<file path="src/rtl/nrisc_pkg.sv">
// ============================================================================
// Module  : nrisc_pkg
// Brief   : Shared widths, opcodes and decode-state encoding for nRisc.
// Rev     : 1.0 - initial release
// ============================================================================
`default_nettype none

package nrisc_pkg;

    localparam int C_INSTR_W = 8;
    localparam int C_OP_W    = 3;
    localparam int C_RA_W    = 3;
    localparam int C_RB_W    = 2;
    localparam int C_REG_W   = 3;
    localparam int C_DATA_W  = 8;

    localparam logic [C_OP_W-1:0] C_OP_ADD = 3'b000;
    localparam logic [C_OP_W-1:0] C_OP_SUB = 3'b001;
    localparam logic [C_OP_W-1:0] C_OP_AND = 3'b010;
    localparam logic [C_OP_W-1:0] C_OP_OR  = 3'b011;
    localparam logic [C_OP_W-1:0] C_OP_LD  = 3'b100;
    localparam logic [C_OP_W-1:0] C_OP_ST  = 3'b101;
    localparam logic [C_OP_W-1:0] C_OP_BR  = 3'b110;
    localparam logic [C_OP_W-1:0] C_OP_LI  = 3'b111;

    typedef enum logic [0:0] {
        S_HEAD = 1'b0,
        S_IMM  = 1'b1
    } state_t;

endpackage

`default_nettype wire

</file>
<file path="src/rtl/instr_field_slicer.sv">
// ============================================================================
// Module  : instr_field_slicer
// Brief   : Splits an instruction word into op/ra/rb and immediates.
// Rev     : 1.0 - initial release
// ============================================================================
`default_nettype none

module instr_field_slicer
    import nrisc_pkg::*;
#(
    parameter int INSTR_W  = C_INSTR_W,
    parameter int OP_W     = C_OP_W,
    parameter int RA_W     = C_RA_W,
    parameter int RB_W     = C_RB_W,
    parameter int REG_W    = C_REG_W,
    parameter int DATA_W   = C_DATA_W,
    parameter bit SIGN_EXT = 1'b0
) (
    input  logic [INSTR_W-1:0] i_instr,
    output logic [OP_W-1:0]    o_op,
    output logic [REG_W-1:0]   o_ra,
    output logic [REG_W-1:0]   o_rb,
    output logic [DATA_W-1:0]  o_imm_short,
    output logic [DATA_W-1:0]  o_imm_word
);

    localparam int IMM_W = INSTR_W - OP_W;

    logic [RA_W-1:0]  w_ra;
    logic [RB_W-1:0]  w_rb;
    logic [IMM_W-1:0] w_imm;
    logic             w_fill;

    assign o_op   = i_instr[INSTR_W-1 -: OP_W];
    assign w_ra   = i_instr[IMM_W-1 -: RA_W];
    assign w_rb   = i_instr[IMM_W-RA_W-1 -: RB_W];
    assign w_imm  = i_instr[IMM_W-1:0];
    assign w_fill = SIGN_EXT & w_imm[IMM_W-1];

    generate
        if (REG_W > RA_W) begin : g_ra_pad
            assign o_ra = {{(REG_W-RA_W){1'b0}}, w_ra};
        end else begin : g_ra_fit
            assign o_ra = w_ra;
        end

        if (REG_W > RB_W) begin : g_rb_pad
            assign o_rb = {{(REG_W-RB_W){1'b0}}, w_rb};
        end else begin : g_rb_fit
            assign o_rb = w_rb;
        end

        // Short immediate sign/zero-extends; the li second word only ever zero-extends.
        if (DATA_W > IMM_W) begin : g_imm_pad
            assign o_imm_short = {{(DATA_W-IMM_W){w_fill}}, w_imm};
        end else begin : g_imm_trunc
            assign o_imm_short = w_imm[DATA_W-1:0];
        end

        if (DATA_W > INSTR_W) begin : g_word_pad
            assign o_imm_word = {{(DATA_W-INSTR_W){1'b0}}, i_instr};
        end else begin : g_word_trunc
            assign o_imm_word = i_instr[DATA_W-1:0];
        end
    endgenerate

endmodule

`default_nettype wire

</file>
<file path="src/rtl/instr_decode_stage.sv">
// ============================================================================
// Module  : instr_decode_stage
// Brief   : Registered nRisc decode stage with li long-immediate form.
// Rev     : 1.0 - initial release
// ============================================================================
`default_nettype none

module instr_decode_stage
    import nrisc_pkg::*;
#(
    parameter int              INSTR_W   = C_INSTR_W,
    parameter int              OP_W      = C_OP_W,
    parameter int              RA_W      = C_RA_W,
    parameter int              RB_W      = C_RB_W,
    parameter int              REG_W     = C_REG_W,
    parameter int              DATA_W    = C_DATA_W,
    parameter logic [OP_W-1:0] LI_OPCODE = C_OP_LI,
    parameter bit              EXT_IMM   = 1'b1,
    parameter bit              SIGN_EXT  = 1'b0
) (
    input  logic               clock,
    input  logic               reset,
    input  logic               in_valid,
    output logic               in_ready,
    input  logic [INSTR_W-1:0] in_instr,
    output logic               out_valid,
    input  logic               out_ready,
    output logic [OP_W-1:0]    out_operation,
    output logic [REG_W-1:0]   out_reg_a,
    output logic [REG_W-1:0]   out_reg_b,
    output logic [DATA_W-1:0]  out_imm,
    output logic               out_long,
    output logic               out_signal
);

    logic [OP_W-1:0]   w_op;
    logic [REG_W-1:0]  w_ra;
    logic [REG_W-1:0]  w_rb;
    logic [DATA_W-1:0] w_imm_short;
    logic [DATA_W-1:0] w_imm_word;
    logic              w_in_ready;
    logic              w_accept;

    state_t            r_state;
    logic [OP_W-1:0]   r_hold_op;
    logic [REG_W-1:0]  r_hold_ra;
    logic [REG_W-1:0]  r_hold_rb;
    logic              r_out_valid;
    logic [OP_W-1:0]   r_out_op;
    logic [REG_W-1:0]  r_out_ra;
    logic [REG_W-1:0]  r_out_rb;
    logic [DATA_W-1:0] r_out_imm;
    logic              r_out_long;
    logic              r_out_signal;

    instr_field_slicer #(
        .INSTR_W  (INSTR_W),
        .OP_W     (OP_W),
        .RA_W     (RA_W),
        .RB_W     (RB_W),
        .REG_W    (REG_W),
        .DATA_W   (DATA_W),
        .SIGN_EXT (SIGN_EXT)
    ) u_slicer (
        .i_instr     (in_instr),
        .o_op        (w_op),
        .o_ra        (w_ra),
        .o_rb        (w_rb),
        .o_imm_short (w_imm_short),
        .o_imm_word  (w_imm_word)
    );

    // The output register frees up in the same cycle it drains, so streaming has no bubble.
    assign w_in_ready = !reset && (!r_out_valid || out_ready);
    assign w_accept   = in_valid && w_in_ready;

    always_ff @(posedge clock) begin
        if (reset) begin
            r_state      <= S_HEAD;
            r_hold_op    <= '0;
            r_hold_ra    <= '0;
            r_hold_rb    <= '0;
            r_out_valid  <= 1'b0;
            r_out_op     <= '0;
            r_out_ra     <= '0;
            r_out_rb     <= '0;
            r_out_imm    <= '0;
            r_out_long   <= 1'b0;
            r_out_signal <= 1'b0;
        end else begin
            if (r_out_valid && out_ready) begin
                r_out_valid <= 1'b0;
            end
            if (w_accept) begin
                case (r_state)
                    S_HEAD: begin
                        if (EXT_IMM && (w_op == LI_OPCODE)) begin
                            r_hold_op <= w_op;
                            r_hold_ra <= w_ra;
                            r_hold_rb <= w_rb;
                            r_state   <= S_IMM;
                        end else begin
                            r_out_valid  <= 1'b1;
                            r_out_op     <= w_op;
                            r_out_ra     <= w_ra;
                            r_out_rb     <= w_rb;
                            r_out_imm    <= w_imm_short;
                            r_out_long   <= 1'b0;
                            r_out_signal <= ~r_out_signal;
                        end
                    end
                    S_IMM: begin
                        r_out_valid  <= 1'b1;
                        r_out_op     <= r_hold_op;
                        r_out_ra     <= r_hold_ra;
                        r_out_rb     <= r_hold_rb;
                        r_out_imm    <= w_imm_word;
                        r_out_long   <= 1'b1;
                        r_out_signal <= ~r_out_signal;
                        r_state      <= S_HEAD;
                    end
                    default: r_state <= S_HEAD;
                endcase
            end
        end
    end

    assign in_ready      = w_in_ready;
    assign out_valid     = r_out_valid;
    assign out_operation = r_out_op;
    assign out_reg_a     = r_out_ra;
    assign out_reg_b     = r_out_rb;
    assign out_imm       = r_out_imm;
    assign out_long      = r_out_long;
    assign out_signal    = r_out_signal;

endmodule

`default_nettype wire
</file>
<file path="config.mk">
export PLATFORM = sky130hd
export DESIGN_NAME = instr_decode_stage
export DESIGN_NICKNAME = d
export VERILOG_FILES = /design/src/rtl/nrisc_pkg.sv /design/src/rtl/instr_field_slicer.sv /design/src/rtl/instr_decode_stage.sv
export SDC_FILE = /design/constraint.sdc
export NUM_CORES = 1
export LEC_CHECK = 0
export CORE_UTILIZATION = 46
export DETAILED_ROUTE_END_ITERATION = 7
export PLACE_DENSITY = 0.76
export SYNTH_ARGS = -nofsm -noshare
export SYNTH_HDL_FRONTEND = slang
export SYNTH_SLANG_ARGS = --single-unit
</file>
<file path="constraint.sdc">
create_clock -name clock -period 1.9 [get_ports clock]
set_clock_uncertainty 0.15 [all_clocks]
set_input_delay 0.38 -clock clock [delete_from_list [all_inputs] [get_ports clock]]
set_output_delay 0.38 -clock clock [all_outputs]
set_load 0.01 [all_outputs]
</file>
Word-level counts from Yosys, hierarchy flattened --
Cells that the tools add are included.
Word-level totals: bits of input ports 12, word-level logic and storage cells 41, output and inout bits 21, flip-flop bits (word level) 29
Operators by class: mux-type cells 18, reduce and logical (&&, ||, !) cells 8, bitwise logic cells 2, equality and inequality tests 2
Operators by type and width (number):
- case mux 3 bit (2 select lines) | 3
- case mux 8 bit (2 select lines) | 1
- two-way mux 3 bit | 3
- two-way mux 8 bit | 1
- case mux 1 bit (2 select lines) | 4
- two-way mux 1 bit | 6
- == test 3 bit, second input constant | 1
- logical AND 1 bit | 3
- AND reduction 3 bit | 1
- logical NOT 1 bit | 2
- inequality test 2 bit, second input constant | 1
- NOT 1 bit | 2
- AND reduction 2 bit | 1
- logical OR 1 bit | 1

Depth between registers and ports, before layout --
Gate-level depths: netlist of the first run.
depth after elaboration 5, gate-level depth with buffers 5, depth with buffers taken out 3

Hierarchy --
From an unflattened synthesis of the first run, not the netlist that was laid out.
Unflattened totals: cell total of the unflattened synthesis 163, area, all modules 1595.3 um^2
Modules (own cells, without submodules):
- instr_decode_stage | cells each 137, area an instance 1403.8 um^2, instances 1, seq. area each 600.6 um^2
- instr_field_slicer | cells each 26, area an instance 191.4 um^2, instances 1, seq. area each 0.0 um^2

Least setup slack after synthesis of the first run --
Ideal clock, no wire load.
path kind flip-flop to output port, start register r_out_valid (netlist: out_valid), end output in_ready, data required time 1.370 ns, path slack 0.311 ns, path buffers 1, stages on the path, launching flop included 4, arrival time 1.059 ns, cell sequence dfxtp_1 > nor2b_1 > buf_1 > nor2_1
Between the ends: cells in the longest elaborated chain, start to end 3
Ends and longest elaborated chain:
- from (decl) | line instr_decode_stage.sv:48 | logic r_out_valid;
- from (signal assigned) | line instr_decode_stage.sv:83 | r_out_valid <= 1'b0;
- from (signal assigned) | line instr_decode_stage.sv:92 | r_out_valid <= 1'b0;
- from (signal assigned) | line instr_decode_stage.sv:103 | r_out_valid <= 1'b1;
- logical NOT 1 bit | line instr_decode_stage.sv:74 | assign w_in_ready = !reset && (!r_out_valid || out_ready);
- logical OR 1 bit | line instr_decode_stage.sv:74
- logical AND 1 bit | line instr_decode_stage.sv:74
- to (decl) | line instr_decode_stage.sv:24 | output logic in_ready,
Every way passes these cells.

Worst setup path after layout of the first run --
start input out_ready, end output in_ready
Between the ends: cells in the longest elaborated chain, start to end 2
Ends and longest elaborated chain:
- from (decl) | line instr_decode_stage.sv:27 | input logic out_ready,
- logical OR 1 bit | line instr_decode_stage.sv:74
- logical AND 1 bit | line instr_decode_stage.sv:74
Every way passes these cells.

==> metrics, run 1 <==
Final period util 96.1%; Synth Area per Inst 9.67 um2; Via density 5.96; Leak 0.607 nW; cells along the critical path clkdlybuf4s50_1 -> nor2b_1 -> nor2_1 -> dlygate4sd2_1; initial antenna violation count 0; via count 1121; RD Place Congestion 0.727; Critical Path Start Type primary input; TritonCTS Buffers 3; Slowest-stage cell, CP clkdlybuf4s50_1; clock sinks 28; sequential share of the synthesized area 47.1%; crit-path max cell delay 0.43 ns; global-route wire length before repair 4660 um; DRT iter0 DRCs 23; vias in the first global route 1094; final setup fails 0; PostCTS Resize Cnt 1; GRT overflow 0; Core Util, Final 67.2%; Nets 171; fill count 215; mapped cell area 1190 um2; outcome completed; required time worst endpoint 1.37 ns; DRC violations left 0; DP HPWL 1900 um; final setup margin 0.0744 ns; Critical Path Fanout Max 2; Post-Syn Instances 123; CTS Buffer Depth 2; H-tree depth 1; synthesis-to-finish area growth 38.6%; Die Wd 52.9 um; Post-CTS Hold Fix Bufs 0; Routed WL per cell 15.0 um; antenna viol nets, final 0; Crit. End Element primary output; Die Y 52.9 um; Slew Limit Fails 0; Period minus WS final 1.83 ns; Max Cap Viol 0; CTS tree yes; critical path's top delay family buffers and inverters; final instance area 1650 um2; final setup TNS 0 ns; placed cells 184; post-synth net total 135; worst hold slack 0.308 ns; ANT cells 0; clk slew on worst S/H paths 0.14 ns; Rows 18; Yosys reg bits 28; core area 2450 um2; Post-DP Area 1600 um2; Global Route Usage Sum 22.7%; Pwr Total 1.21 mW; Yosys Warn Count 0; unique cell type count in the Yosys netlist 24; final hold viol count 0; Place WS -0.173 ns; Peak VDD IR 0.976 mV; crit path DAT 1.30 ns; Hold Crit Class reg2reg; CTS root buffer clkbuf_4; Peak Freq 548 MHz; pwr dens 736 nW/um2; Pre-Repair DR Iteration Count 4; share of cells above drive strength 1 12.7%; Post-Layout Cell Count 188; Initial Utilization 48.5%; port buffer count 31; Crit Path Category in2out; largest net degree at the start of global routing 23; clk_lat worst skew 0.33 ns; WL final 2810 um; unrepaired setup endpoints after global routing no; setup bufs post-CTS 0; I/O pin count 33; crit path buf inv count 2; Die ar. 2790 um2
state kept, by name, summed over array words and instances (netlist names), 2 cells and up:
register and cells:
r_hold_rb 2, out_imm 8, out_operation 3, r_hold_ra 3
out_reg_b 2, r_hold_op 3, out_reg_a 3
layer usage:
metal | track usage [%] | part of all wire, %
met5 | 0 | 0
met1 | 26.4 | 43
met2 | 38.2 | 50
met4 | 10.1 | 1.8
met3 | 6.61 | 4.8
where the power goes:
group          leakage (nW)  total (mW)  switching, mW  internal (mW)
Clock                0.0279       0.392          0.178          0.214
Sequential            0.229       0.628         0.0139          0.614
Combinational         0.350       0.193         0.0908          0.103
worst paths after layout:
kind	start	slack, ns	cells after the start	endpoint
max reg2reg	r_state	0.51	4	out_imm[1]
min reg2reg	r_hold_op[2]	0.31	2	r_hold_op[2]
min	r_hold_op[2]	0.31	2	r_hold_op[2]
max	out_ready	0.07	4	in_ready
kinds of logic (layout without fill, tap and decap cells):
logic type	Yosys count	after routing	synth area share [%]
muxes	8	8	6.73
buffers and inverters	23	58	9.15
AOI/OAI and AO/OA	52	52	29.4
and+or+nand+nor	11	11	7.26
other	1	1	0.315
DFF	28	28	47.1
Yosys cell counts:
| cell type | count | share of area [%] |
|---|---|---|
| dfxtp_1 | 28 | 47 |
| buf_2 | 3 | 1.3 |
| buf_4 | 1 | 0.63 |
| clkbuf_1 | 5 | 1.6 |
| mux2i_1 | 8 | 6.7 |
| buf_6 | 2 | 1.9 |
| a311oi_1 | 1 | 0.74 |
| clkinv_1 | 1 | 0.32 |
| buf_1 | 1 | 0.32 |
| conb_1 | 1 | 0.32 |
| and4b_1 | 1 | 0.84 |
| nand2b_1 | 1 | 0.53 |
| nor2b_4 | 1 | 1.2 |
| a21o_1 | 1 | 0.63 |
| a31oi_1 | 1 | 0.53 |
| inv_1 | 10 | 3.2 |
| nand4b_2 | 1 | 1.3 |
| o311ai_1 | 22 | 16 |
| nand2_1 | 3 | 0.95 |
| o21ai_1 | 22 | 9.3 |
| nand3_2 | 2 | 1.7 |
| a21oi_1 | 5 | 2.1 |
| nor2b_1 | 1 | 0.53 |
| nor2_1 | 1 | 0.32 |
layout by cell type, fill, tap and decap left out, types with 2 or more instances in the layout:
master / instances
a21oi_1: 5
clkbuf_4: 3
nand3_2: 2
inv_1: 10
o21ai_1: 22
nand2_1: 3
mux2i_1: 8
dfxtp_1: 28
clkdlybuf4s50_1: 30
buf_12: 3
o311ai_1: 22
buf_4: 9
worst register-to-register path, cell delays in order, from the launching register on:
cell and delay [ns]:
dfxtp_1 0.37, and4b_1 0.27, buf_4 0.18, o311ai_1 0.23
o21ai_1 0.10
final cells by class:
cell class	instances	area (um2)	share of cell area [%]
sequential	28	561	34.0
multi-input combinational	72	520	31.6
timing repair buffer	43	437	26.5
tap	30	37.5	2.28
clock inverter	1	30.0	1.82
clock buffer	3	22.5	1.37
inverter	11	41.3	2.50
Power figures use the tool's default switching activity.
==> run 2: changes to the inputs <==
--- a/config.mk
+++ b/config.mk
@@ -5,6 +5,7 @@
 export SDC_FILE = /design/constraint.sdc
 export NUM_CORES = 1
 export LEC_CHECK = 0
+export CAP_MARGIN = 15
 export CORE_UTILIZATION = 46
 export DETAILED_ROUTE_END_ITERATION = 7
 export PLACE_DENSITY = 0.76
==> results of run 2 <==
Final layout, timing and power as in run 1 (identical DEF).
==> run 3: changes to the inputs <==
--- a/config.mk
+++ b/config.mk
@@ -6,9 +6,12 @@
 export NUM_CORES = 1
 export LEC_CHECK = 0
 export CAP_MARGIN = 15
-export CORE_UTILIZATION = 46
+export CELL_PAD_IN_SITES_DETAIL_PLACEMENT = 0
+export CELL_PAD_IN_SITES_GLOBAL_PLACEMENT = 1
+export CORE_UTILIZATION = 48
 export DETAILED_ROUTE_END_ITERATION = 7
-export PLACE_DENSITY = 0.76
+export DONT_BUFFER_PORTS = 1
+export PLACE_DENSITY = 0.79
 export SYNTH_ARGS = -nofsm -noshare
 export SYNTH_HDL_FRONTEND = slang
 export SYNTH_SLANG_ARGS = --single-unit
==> constraint.sdc (replaced) <==
create_clock -name clock -period 2.3 [get_ports clock]
set_clock_uncertainty 0.15 [all_clocks]
set_input_delay 0.46 -clock clock [delete_from_list [all_inputs] [get_ports clock]]
set_output_delay 0.46 -clock clock [all_outputs]
set_load 0.01 [all_outputs]
==> run 3 against run 2 <==
Compared with the run above: global-route usage fell by 0.49 points; utilization fell by 13 points; sequential share of layout area rose by 11 points; power fell by 24%; highest routed layer unchanged; worst hold slack got worse by 0.28 ns.
==> metrics, run 3 (synthesis gave the netlist of run 1 again) <==
final setup fails 0; Critical Path Fanout Max 3; pwr dens 745 nW/um2; CTS Buffer Depth 2; crit path DAT 1.20 ns; Slowest-stage cell, CP dfxtp_1; clk_lat worst skew 0.33 ns; CTS root buffer clkbuf_4; Rows 17; Global Route Usage Sum 22.2%; H-tree depth 1; Leak 0.440 nW; final hold viol count 0; Routed WL per cell 18.5 um; required time worst endpoint 1.69 ns; CTS tree yes; Initial Utilization 52.3%; Peak Freq 554 MHz; Crit Path Category reg2out; PostCTS Resize Cnt 0; Nets 132; max FFs per register 8; Peak VDD IR 0.684 mV; critical path's top delay family flip-flops; synthesis-to-finish area growth 4.42%; clock sinks 28; Crit. End Element primary output; antenna viol nets, final 0; final setup margin 0.495 ns; DRC violations left 0; unrepaired setup endpoints after global routing no; most common cell after layout, fill and taps aside dfxtp_1; Max-slew headroom 52.6%; Pre-Repair DR Iteration Count 4; Max Cap Viol 0; final setup TNS 0 ns; I/O pin count 33; RD Place Congestion 0.732; core area 2280 um2; outcome completed; cells along the critical path nor2b_1 -> nor2_1 -> buf_4; DP HPWL 1690 um; share of cells above drive strength 1 9.24%; Final period util 78.5%; initial antenna violation count 0; vias in the first global route 882; Die Wd 51.8 um; GRT overflow 0; largest net degree at the start of global routing 23; global-route wire length before repair 4310 um; Via density 6.38; crit-path max cell delay 0.43 ns; via count 938; port buffer count 0; Slew Limit Fails 0; ANT cells 0; TritonCTS Buffers 3; Hold Crit Class in2reg; Period minus WS final 1.81 ns; Critical Path Start Type flip-flop; worst-margin pin slew 0.711 ns; Die Y 51.8 um; DRT iter0 DRCs 18; Place WS 0.473 ns; WL final 2720 um; clk slew on worst S/H paths 0.15 ns; Die ar. 2680 um2; crit path buf inv count 1; most frequent cells in the layout 28 x dfxtp_1, 22 x o311ai_1, 22 x o21ai_1, 10 x inv_1, 8 x mux2i_1
==> run 3: metrics by stage <==
stage                     utilization (%)  hold slack [ns]  power, mW  std cells  area [um2]
after floorplan                         -            0.275      0.599        123        1190
after global placement               51.8            0.286      0.608        142        1180
after detailed placement             51.8            0.292      0.609        142        1180
after CTS                            54.2           0.0136      0.926        146        1230
after global routing                 54.6          0.00598      0.966        147        1240
final                                54.6           0.0246      0.926        147        1240
==> run 3: power breakdown <==
group          internal (mW)  leakage, nW  switching [mW]
Sequential             0.507        0.229          0.0228
Combinational         0.0238        0.184          0.0483
Clock                  0.176       0.0279           0.147
==> run 3: layout make-up <==
type / instances / area (um2)
Sequential cell: 28 / 561
Clock inverter: 1 / 30.0
Multi-Input combinational cell: 72 / 520
Fill cell: 210 / 1030
Inverter: 11 / 41.3
Tap cell: 28 / 35.0
Timing Repair Buffer: 4 / 32.5
Clock buffer: 3 / 22.5
==> run 3: per-layer routing <==
layer  vias to the layer above  wire length (um)  global-route usage, %
met4                         0                13                   5.41
met2                        35              1270                   34.4
met3                         2               179                   8.19
li1                        453                 -                      -
met1                       448              1260                   29.1
met5                         -                 0                      0
==> run 3: repair_timing <==
item,in CTS,in global routing
endpoints found under the setup margin,0,0
hold endpoints to repair,0,3
hold buffers,0,1
buffers inserted,0,0
==> run 3: final timing paths <==
check	startpoint	endpoint	slack [ns]	cells after the start
max	out_valid	in_ready	0.49	3
min	reset	r_state	0.02	1
max reg2reg	r_state	r_hold_op[0]	0.53	3
min reg2reg	r_hold_op[0]	r_hold_op[0]	0.32	2
